`config.mk`:
```
export PLATFORM = sky130hd
export DESIGN_NAME = dff_rr_write_arbiter_flat
export DESIGN_NICKNAME = d
export VERILOG_FILES = /design/src/rtl/dff_rr_write_arbiter_if.sv /design/src/rtl/dff_rr_write_arbiter.sv /design/src/flat_wrapper.sv
export SDC_FILE = /design/constraint.sdc
export NUM_CORES = 1
export LEC_CHECK = 0
export ABC_AREA = 1
export BUFFER_PORTS_ARGS = -buffer_cell sky130_fd_sc_hd__buf_4
export CAP_MARGIN = 20
export CELL_PAD_IN_SITES_DETAIL_PLACEMENT = 0
export CELL_PAD_IN_SITES_GLOBAL_PLACEMENT = 1
export CORE_ASPECT_RATIO = 1.4
export CORE_MARGIN = 1
export CORE_UTILIZATION = 32
export CTS_CLUSTER_SIZE = 24
export DETAILED_ROUTE_END_ITERATION = 12
export GPL_ROUTABILITY_DRIVEN = 0
export PLACE_DENSITY_LB_ADDON = 0.1
export SYNTH_ARGS = -nofsm -noshare
export SYNTH_HDL_FRONTEND = slang
export SYNTH_SLANG_ARGS = --single-unit
```
`constraint.sdc`:
```
create_clock -name clk -period 6.3 [get_ports clk]
set_clock_uncertainty 0.05 [all_clocks]
set_input_delay 0.315 -clock clk [delete_from_list [all_inputs] [get_ports clk]]
set_output_delay 0.315 -clock clk [all_outputs]
set_load 0.02 [all_outputs]
```
`src/rtl/dff_rr_write_arbiter_if.sv`:
```
// Requester-side bus of the round-robin write arbiter: requests, data, clear and the
// acknowledge/status returned by the arbiter, plus the FSM state and pointer for observation.
interface dff_rr_write_arbiter_if #(
  parameter int N     = 4,
  parameter int WIDTH = 8,
  parameter int IDW   = 2
);
  // Handshake: a requester holds req[i] high with stable wdata until it sees ack[i] for
  // one cycle, then drops req[i]; a req still high after the ack cycle is a new request.
  logic [N-1:0]       req;
  logic [N*WIDTH-1:0] wdata;
  logic               clr;
  logic [N-1:0]       ack;
  logic [WIDTH-1:0]   dout;
  logic [IDW-1:0]     grant_id;
  logic               busy;
  logic [0:0]         state;
  logic [IDW-1:0]     ptr;

  modport master (
    output req, wdata, clr,
    input  ack, dout, grant_id, busy, state, ptr
  );

  modport slave (
    input  req, wdata, clr,
    output ack, dout, grant_id, busy, state, ptr
  );
endinterface

```
`src/rtl/dff_rr_write_arbiter.sv`:
```
// Round-robin arbiter granting one of N requesters per two cycles write access to a
// shared WIDTH-bit register, held in a reset-able D flip-flop storage element.
module dff_rr_write_store #(
  parameter int WIDTH = 8
) (
  input  logic             clk,
  input  logic             rst,
  input  logic             clr,
  input  logic             load,
  input  logic [WIDTH-1:0] d,
  output logic [WIDTH-1:0] q
);
  // clr wins over load; the arbiter never asserts both together.
  always_ff @(posedge clk) begin
    if (rst)       q <= '0;
    else if (clr)  q <= '0;
    else if (load) q <= d;
  end
endmodule

module dff_rr_write_arbiter #(
  parameter int N     = 4,
  parameter int WIDTH = 8,
  parameter int IDW   = 2
) (
  input  logic                   clk,
  input  logic                   rst,
  dff_rr_write_arbiter_if.slave  bus
);
  localparam logic [0:0] ST_IDLE = 1'b0;
  localparam logic [0:0] ST_ACK  = 1'b1;

  logic [0:0]       state;
  logic [IDW-1:0]   ptr;
  logic [IDW-1:0]   grant_id;
  logic [N-1:0]     ack;
  logic [WIDTH-1:0] dout;

  logic             found;
  logic [IDW-1:0]   win;
  logic [IDW-1:0]   next_ptr;
  logic [N-1:0]     win_onehot;
  logic [WIDTH-1:0] win_data;
  logic             do_grant;
  logic             do_clr;

  // Search ptr, ptr+1, ... wrapping mod N; the first set request wins.
  always_comb begin
    found = 1'b0;
    win   = '0;
    for (int k = 0; k < N; k++) begin
      int idx;
      idx = int'(ptr) + k;
      if (idx >= N) idx = idx - N;
      if (!found && bus.req[idx]) begin
        found = 1'b1;
        win   = IDW'(idx);
      end
    end
  end

  always_comb begin
    win_onehot = '0;
    win_data   = '0;
    for (int i = 0; i < N; i++) begin
      if (IDW'(i) == win) begin
        win_onehot[i] = 1'b1;
        win_data      = bus.wdata[i*WIDTH +: WIDTH];
      end
    end
  end

  assign next_ptr = (int'(win) == N - 1) ? '0 : win + IDW'(1);

  // Clear has priority over a grant in IDLE; in ACK it only zeroes the register.
  assign do_clr   = bus.clr;
  assign do_grant = (state == ST_IDLE) && !bus.clr && found;

  always_ff @(posedge clk) begin
    if (rst) begin
      state    <= ST_IDLE;
      ptr      <= '0;
      grant_id <= '0;
      ack      <= '0;
    end else begin
      case (state)
        ST_IDLE: begin
          ack <= '0;
          if (do_grant) begin
            ack      <= win_onehot;
            grant_id <= win;
            ptr      <= next_ptr;
            state    <= ST_ACK;
          end
        end
        ST_ACK: begin
          ack   <= '0;
          state <= ST_IDLE;
        end
        default: begin
          ack   <= '0;
          state <= ST_IDLE;
        end
      endcase
    end
  end

  dff_rr_write_store #(.WIDTH(WIDTH)) u_store (
    .clk  (clk),
    .rst  (rst),
    .clr  (do_clr),
    .load (do_grant),
    .d    (win_data),
    .q    (dout)
  );

  assign bus.ack      = ack;
  assign bus.dout     = dout;
  assign bus.grant_id = grant_id;
  assign bus.busy     = (state == ST_ACK);
  assign bus.state    = state;
  assign bus.ptr      = ptr;
endmodule
```
`src/flat_wrapper.sv`:
```
// flat-port wrapper written by rule: the top's interface ports become plain ports
module dff_rr_write_arbiter_flat 
#(
  parameter int N     = 4,
  parameter int WIDTH = 8,
  parameter int IDW   = 2
)
  (clk, rst, bus_req, bus_wdata, bus_clr, bus_ack, bus_dout, bus_grant_id, bus_busy, bus_state, bus_ptr);
  dff_rr_write_arbiter_if #(.N(N), .WIDTH(WIDTH), .IDW(IDW)) bus_i ();
  input  logic clk;
  input  logic rst;
  input wire logic [$bits(bus_i.req)-1:0] bus_req;
  input wire logic [$bits(bus_i.wdata)-1:0] bus_wdata;
  input wire logic [$bits(bus_i.clr)-1:0] bus_clr;
  output wire logic [$bits(bus_i.ack)-1:0] bus_ack;
  output wire logic [$bits(bus_i.dout)-1:0] bus_dout;
  output wire logic [$bits(bus_i.grant_id)-1:0] bus_grant_id;
  output wire logic [$bits(bus_i.busy)-1:0] bus_busy;
  output wire logic [$bits(bus_i.state)-1:0] bus_state;
  output wire logic [$bits(bus_i.ptr)-1:0] bus_ptr;
  assign bus_i.req = bus_req;
  assign bus_i.wdata = bus_wdata;
  assign bus_i.clr = bus_clr;
  assign bus_ack = bus_i.ack;
  assign bus_dout = bus_i.dout;
  assign bus_grant_id = bus_i.grant_id;
  assign bus_busy = bus_i.busy;
  assign bus_state = bus_i.state;
  assign bus_ptr = bus_i.ptr;
  dff_rr_write_arbiter #(.N(N), .WIDTH(WIDTH), .IDW(IDW)) u_core (.clk(clk), .rst(rst), .bus(bus_i));
endmodule
```
* Word-level counts from Yosys, hierarchy flattened *
Cells that the tools add are included.

operators by class
  equality and inequality tests = 4
  $add $sub $neg = 8
  reductions and logical operators = 12
  bitwise operators = 1
  multiplexer cells = 37
  order comparisons = 8

operator list
  cell                     number
  $lt A32 B4 Y1 const B    4
  $mux W32                 4
  $ge A32 B4 Y1 const B    3
  $sub A32 B4 Y32 const B  3
  $mux W8                  4
  $mux W1                  17
  $mux W2                  5
  $bmux W1 S2              4
  $pmux W4 S2              1
  $add A2 B2 Y3 const B    2
  $logic_and A1 B1 Y1      5
  $eq A2 B2 Y1 const A     2
  $logic_not A1 Y1         4
  $mux W4                  1
  $sub A2 B3 Y4 const B    1
  $add A2 B1 Y3 const B    1
  $ge A2 B3 Y1 const B     1
  $add A2 B1 Y2 const B    1
  $eq A1 B2 Y1 const A     1
  $eq A2 B1 Y1 const B     1
  $logic_not A2 Y1         1
  $pmux W1 S2              1
  $reduce_and A2 Y1        1
  $reduce_or A2 Y1         1
  $not A1 Y1               1

storage, ports and cells
  input bits = 39
  register bits after elaboration = 17
  word-level logic and storage cells = 75
  output and inout bits = 18

* Logic depth before layout (Yosys ltp) *
Gate-level depths: netlist of the first run.

  depth after elaboration = 20
  gate-level depth with buffers = 21
  mapped depth without buffers = 20

* Cells and area by module *
A second synthesis of the first run with hierarchy kept.

second synthesis, totals
  cell total of the unflattened synthesis = 201
  area total of the unflattened synthesis = 1,302.5 µm²

by module, submodules not included
  module                times used  cells an instance  sequential area each (µm²)  area an instance (µm²)
  dff_rr_write_arbiter  1           150                180.2                       944.7
  dff_rr_write_store    1           51                 160.2                       357.8

* Worst setup path before layout of the first run *
Ideal clock, no wire load.

  path type = register to register
  from = reg u_core.ptr[0], in the netlist u_core.bus.ptr[0]
  to = reg u_core.u_store.q[6]
  buffers on the path = 2
  library setup time = 0.064 ns
  data arrival time = 2.480 ns
  clock period less this slack = 2.594 ns
  required time = 6.186 ns
  setup slack = 3.706 ns
  cell stages (with the launch flop) = 20
  cells stage by stage = dfxtp_1 -> buf_6 -> nand2_2 -> nand3_1 -> nand2_2 -> nor2_4 -> nand3_2 -> nand3_1 -> inv_1 -> ha_1 -> clkbuf_1 -> nor2_1 -> nand2_1 -> nand2_1 -> o21ai_0 -> nand2_1 -> o21ai_0 -> nand2_1 -> nand2_1 -> nor2_1

on the way
  cells in the longest elaborated chain, start to end = 20
  elaborated cells on any way between the ends = 50
  those cells by class = add/sub: 7; order compare: 4; eq/ne: 3; mux: 28; reduce/logical: 8

RTL lines
  what                                                                      RTL line                    RTL
  from (decl)                                                               dff_rr_write_arbiter.sv:34  logic [IDW-1:0] ptr;
  from (signal assigned)                                                    dff_rr_write_arbiter.sv:92  ptr <= next_ptr;
  parallel branches: the longest is 14 deep, another holds $sub A32 B4 Y32  n/a
  $mux W2 (*)                                                               dff_rr_write_arbiter.sv:55  if (!found && bus.req[idx]) begin
  via u_core.win[0]                                                         dff_rr_write_arbiter.sv:40  logic [IDW-1:0] win;
  $logic_not A2 Y1                                                          dff_rr_write_arbiter.sv:66  if (IDW'(i) == win) begin
  $mux W8 (3 in series)                                                     dff_rr_write_arbiter.sv:66
  $mux W8 (*)                                                               dff_rr_write_arbiter.sv:66
  to (signal assigned)                                                      dff_rr_write_arbiter.sv:15  if (rst) q <= '0;
  to (signal assigned)                                                      dff_rr_write_arbiter.sv:16  else if (clr) q <= '0;
  to (signal assigned)                                                      dff_rr_write_arbiter.sv:17  else if (load) q <= d;
  to (decl)                                                                 dff_rr_write_arbiter.sv:11  output logic [WIDTH-1:0] q

Mark *: on every way through the listed nets, which the timed path passes. The select of a mux whose other input is x is not followed.
A chain may end at the register's enable or synchronous reset.

* Final worst setup path of the first run *
  from = reg u_core.ptr[0], in the netlist u_core.bus.ptr[0]
  to = reg u_core.u_store.q[3]

Same word-level chain as after synthesis.

==> out/qor.csv, run 1 <==
metric,value,unit
regArea,340,um2
max_stage_delay,0.57,ns
via_per_inst,4.58,
cts-root-buf,clkbuf_8,
dr.first_iter.drc_count,24,
remaining_drc_errors,0,
dp_hpwl,2.85,mm
cts_resized,0,
endpoint_kind,register,
synthAdderAreaFrac,4.12,%
yosysSeqAreaShare,28.0,%
clkSinkCount,17,
h-tree-depth,1,
worst_pin_slew,0.535,ns
cts_max_path_buffers,2,
num-fill-cells,427,
drt-pass1-iter-count,4,
yosys.area.top_type,dfxtp_1,
die_w,54.1,um
slew_headroom,64.2,%
numCtsBuffers,3,
final_antenna_net_count,0,
utilization,46.1,%
synthMuxAreaShare,0,%
synth_top_family_by_area,simple AND/OR/NAND/NOR gates,
io_pins,57,
p_per_area,483,nW/um2
start_kind,register,
setup_viol,0,
ys.warnings.count,0,
grt_pass1_vias,1277,
hold_violations,0,
final_common_cell,nand2_1,
path_max_fanout,12,
wire_per_inst,11.5,um
synth_nets,243,
post_cts_buffers,0,
clock_latency,0.25,ns
rows,26,
cts_tree,done,
grt_pass1_wl,5.43,mm
layout_common_cells,"78 x nand2_1, 56 x buf_4, 20 x o21ai_0",
holdCritPathClass,input port to register,
portBuffers,56,
syn_inst,200,
antenna_cells,0,
worst-endpoint-arrival,3.18,ns
synth_area_leaders,"dfxtp_1 28%, nand2_1 24%, o21ai_0 8.2%, inv_1 4.6%, nor2_1 4.3%",
max_freq,329,MHz
fin_crit_sh,48.2,%
ys_ff_latch,17,
die_area,4050,um2
grt.total_usage,18.7,%
period_minus_slack,3.04,ns
crit_family,simple AND/OR/NAND/NOR gates,
synthSimpleGateAreaFrac,44.9,%
final_nets,297,
fin_setup_tns,0,ns
crit_required,6.44,ns
crit_buf_inv,2,
synth_cell_types,23,
area_growth,38.2,%
overflow,0,
worstPathCellList,"inv_2, nand2_1, nand2_1, nand2_1, nand2_2, nor2_4, nand3_2, nand3_1, inv_1, ha_1, nor2_1, nand2_1, nand2_1, o21ai_0, nand2_1, o21ai_0, nand2_1, nand2_1, nor2_1",
drv_slew,0,
coreArea,3640,um2
cp_slowest_cell,dfxtp_1,
die_y,74.9,um
rsz0062_at_grt,false,
status,finished clean,
vias,1351,
critPathKind,register to register,
vdd.ir_drop.worst,280,uV
p_leak,0.000906,uW
netlist_area,1220,um2
grt_max_degree,19,
clkTransAtPathRegs,0.06,ns
avgSynthCellArea,6.08,um2
drv_cap,0,
antenna_found_initial,0,
wl,3.39,mm
multi_input_area,749,um2
crit_path_frequent_cell,nand2_1,
initial_core_util,33.4,%
synth-compound-area-share,12.7,%
drive_gt1_share,32.0,%
yosysTopAreaCellShare,28.0,%
hold_buffers,0,
synth_xor_xnor_area_share,0,%
kinds of logic (layout without fill, tap and decap cells):
family          Yosys count  count (layout)
buf+inv                  25              78
simple gates            124             124
fa+ha+maj                 4               4
compound gates           30              30
flops                    17              17
Yosys cell counts, drive strengths merged:
cell type and instances:
nand2 86, nor2 23, o21ai 20, inv 18, dfxtp 17, a21oi 10
nand3 10, clkbuf 4, ha 4, buf 3, nor3 3, nand4 1
nor3b 1
metrics by stage:
step	hold WS [ns]	instance area (um2)	instances	worst slack [ns]	total power, uW
floorplan	0.489	1220	200	3.71	600
global placement	0.431	1640	291	3.29	752
detailed placement	0.432	1640	291	3.25	743
CTS	0.243	1680	295	3.21	829
global route	0.253	1680	295	2.73	933
finish	0.241	1680	295	3.26	812
cell type report:
cell class                 instances  share of cell area [%]
clock buffer                       4                    2.68
sequential                        17                    20.3
multi-input combinational        158                    44.6
timing repair buffer              56                    25.0
tap                               42                    3.13
inverter                          18                    4.32
state kept, by name (all words and copies together) (netlist names):
name,count
u_core.bus.busy,1
u_core.bus.ack,4
u_core.bus.grant_id,2
u_core.u_store.q,8
u_core.bus.ptr,2
worst paths after layout:
check | start | endpoint | slack, ns | cells after the start
min | rst | u_core.bus.ptr[0] | 0.24 | 2
min reg2reg | u_core.u_store.q[2] | u_core.u_store.q[2] | 0.44 | 2
max | u_core.bus.ptr[0] | u_core.u_store.q[3] | 3.26 | 19
max reg2reg | u_core.bus.ptr[0] | u_core.u_store.q[3] | 3.26 | 19
power by group:
group | internal, uW | leakage [uW] | switching [uW]
clock network | 44.9 | 0.0000228 | 35.4
logic | 213 | 0.000744 | 366
registers | 131 | 0.000139 | 21.9
metal layers:
layer	part of all wire (%)	GRT usage [%]	wire length (um)
met1	37	17.9	1270
met5	0	0	0
met2	56	36.4	1880
met4	2.5	9.40	85
met3	4.4	3.43	150
Note: power is estimated with default switching activity, not from simulation.
==> run 2, diff against run 1 <==
CORE_UTILIZATION = 30   (was 32)
clock period = 3.05 ns   (was 6.3 ns; I/O delays follow)
==> run 2 against run 1 <==
Net effect: worst hold slack worse by 0.15 ns; non-clock buffer count is 3 higher; die area is 6.5% higher; register-to-register slack worse by 2.9 ns; sequential cell count stayed put; utilization is 2.6 points lower; routed wire length is 1.4% lower; sequential share of layout area is 0.30 points lower; critical path depth is 1 lower; critical endpoint is now u_core.u_store.q[7]; highest routed layer unchanged.
==> out/qor.csv, run 2 (same netlist as run 1, synthesis figures left out) <==
metric,value,unit
die_y,77.3,um
cp_slowest_cell,dfxtp_1,
layout_common_cells,"78 x nand2_1, 59 x buf_4, 20 x o21ai_0",
fin_setup_tns,0,ns
via_per_inst,4.57,
worst-endpoint-arrival,2.79,ns
numCtsBuffers,3,
cts-root-buf,clkbuf_8,
cts_resized,0,
portBuffers,56,
io_pins,57,
hold_violations,0,
remaining_drc_errors,0,
crit_path_frequent_cell,nand2_1,
max_freq,372,MHz
largest_reg_flops,8,
clkTransAtPathRegs,0.07,ns
critPathKind,register to register,
vdd.ir_drop.worst,440,uV
rsz0062_at_grt,false,
grt_pass1_vias,1330,
h-tree-depth,1,
die_w,55.8,um
holdCritPathClass,input port to register,
path_max_fanout,9,
clock_latency,0.25,ns
worstPathCellList,"inv_2, nand2_1, nand2_1, nand2_1, nand2_2, nor2_4, nand3_1, nand3_1, nand2_1, inv_1, ha_1, inv_1, o21ai_0, nand2_1, o21ai_0, nand2_1, nand2_1, nor2_1",
p_leak,0.000924,uW
endpoint_kind,register,
p_total,1750,uW
post_cts_buffers,0,
status,finished clean,
drv_cap,0,
antenna_found_initial,0,
antenna_cells,0,
final_antenna_net_count,0,
crit_required,3.15,ns
cts_tree,done,
start_kind,register,
area_growth,40.2,%
p_per_area,1030,nW/um2
drv_slew,0,
drive_gt1_share,33.2,%
die_area,4320,um2
rows,27,
fin_crit_sh,88.2,%
largestRegisters,"u_core.u_store.q: 8 flops, u_core.bus.ack: 4 flops",
grt_pass1_wl,5.64,mm
wl,3.34,mm
drt-pass1-iter-count,4,
dp_hpwl,2.82,mm
grt_max_degree,19,
wire_per_inst,11.2,um
period_minus_slack,2.69,ns
final_common_cell,nand2_1,
hold_buffers,0,
final_nets,300,
overflow,0,
coreArea,3920,um2
vias,1365,
dr.first_iter.drc_count,16,
setup_viol,0,
worst_pin_slew,0.574,ns
crit_buf_inv,3,
top_register,u_core.u_store.q,
initial_core_util,31.0,%
crit_family,simple AND/OR/NAND/NOR gates,
clkSinkCount,17,
slew_headroom,61.6,%
grt.total_usage,16.3,%
cts_max_path_buffers,2,
max_stage_delay,0.43,ns
## run 2: path summary, 6_finish.rpt
path,startpoint,endpoint,slack [ns],depth (start not counted)
min reg2reg,u_core.u_store.q[1],u_core.u_store.q[1],0.44,2
max reg2reg,u_core.bus.ptr[0],u_core.u_store.q[7],0.36,18
max,u_core.bus.ptr[0],u_core.u_store.q[7],0.36,18
min,rst,u_core.bus.busy,0.09,2
## run 2: final cells by class
| class | instances | area, um2 |
|---|---|---|
| multi-input cells | 158 | 749 |
| inverters | 18 | 72.6 |
| fillers | 452 | 2210 |
| repair buffers | 59 | 443 |
| clock inverters | 1 | 5.00 |
| well taps | 43 | 53.8 |
| clock buffers | 3 | 41.3 |
| flip-flops and latches | 17 | 340 |
## run 2: report_power, final
part / internal (uW) / switching (uW) / total [uW]
clock: 90.5 / 76.8 / 167
combinational: 480 / 795 / 1280
sequential: 271 / 38.0 / 309
total: 842 / 910 / 1750
## run 2: per-layer routing
metal / wire [um] / up-vias / global-route usage [%]
met1: 1280 / 589 / 16.6
met4: 29 / 0 / 7.07
met3: 173 / 2 / 2.17
met5: 0 / - / 0
met2: 1860 / 36 / 32.0
li1: - / 738 / -
## run 2: stage by stage
stage	std cells	utilization [%]	area [um2]	hold WS, ns	setup slack (ns)
after floorplan	200	-	1220	0.326	0.456
after global placement	295	42.3	1660	0.363	0.372
after detailed placement	295	42.3	1660	0.363	0.349
after CTS	299	43.5	1710	0.0973	0.331
after global routing	299	43.5	1710	0.0931	0.0424
final	299	43.5	1710	0.0930	0.361
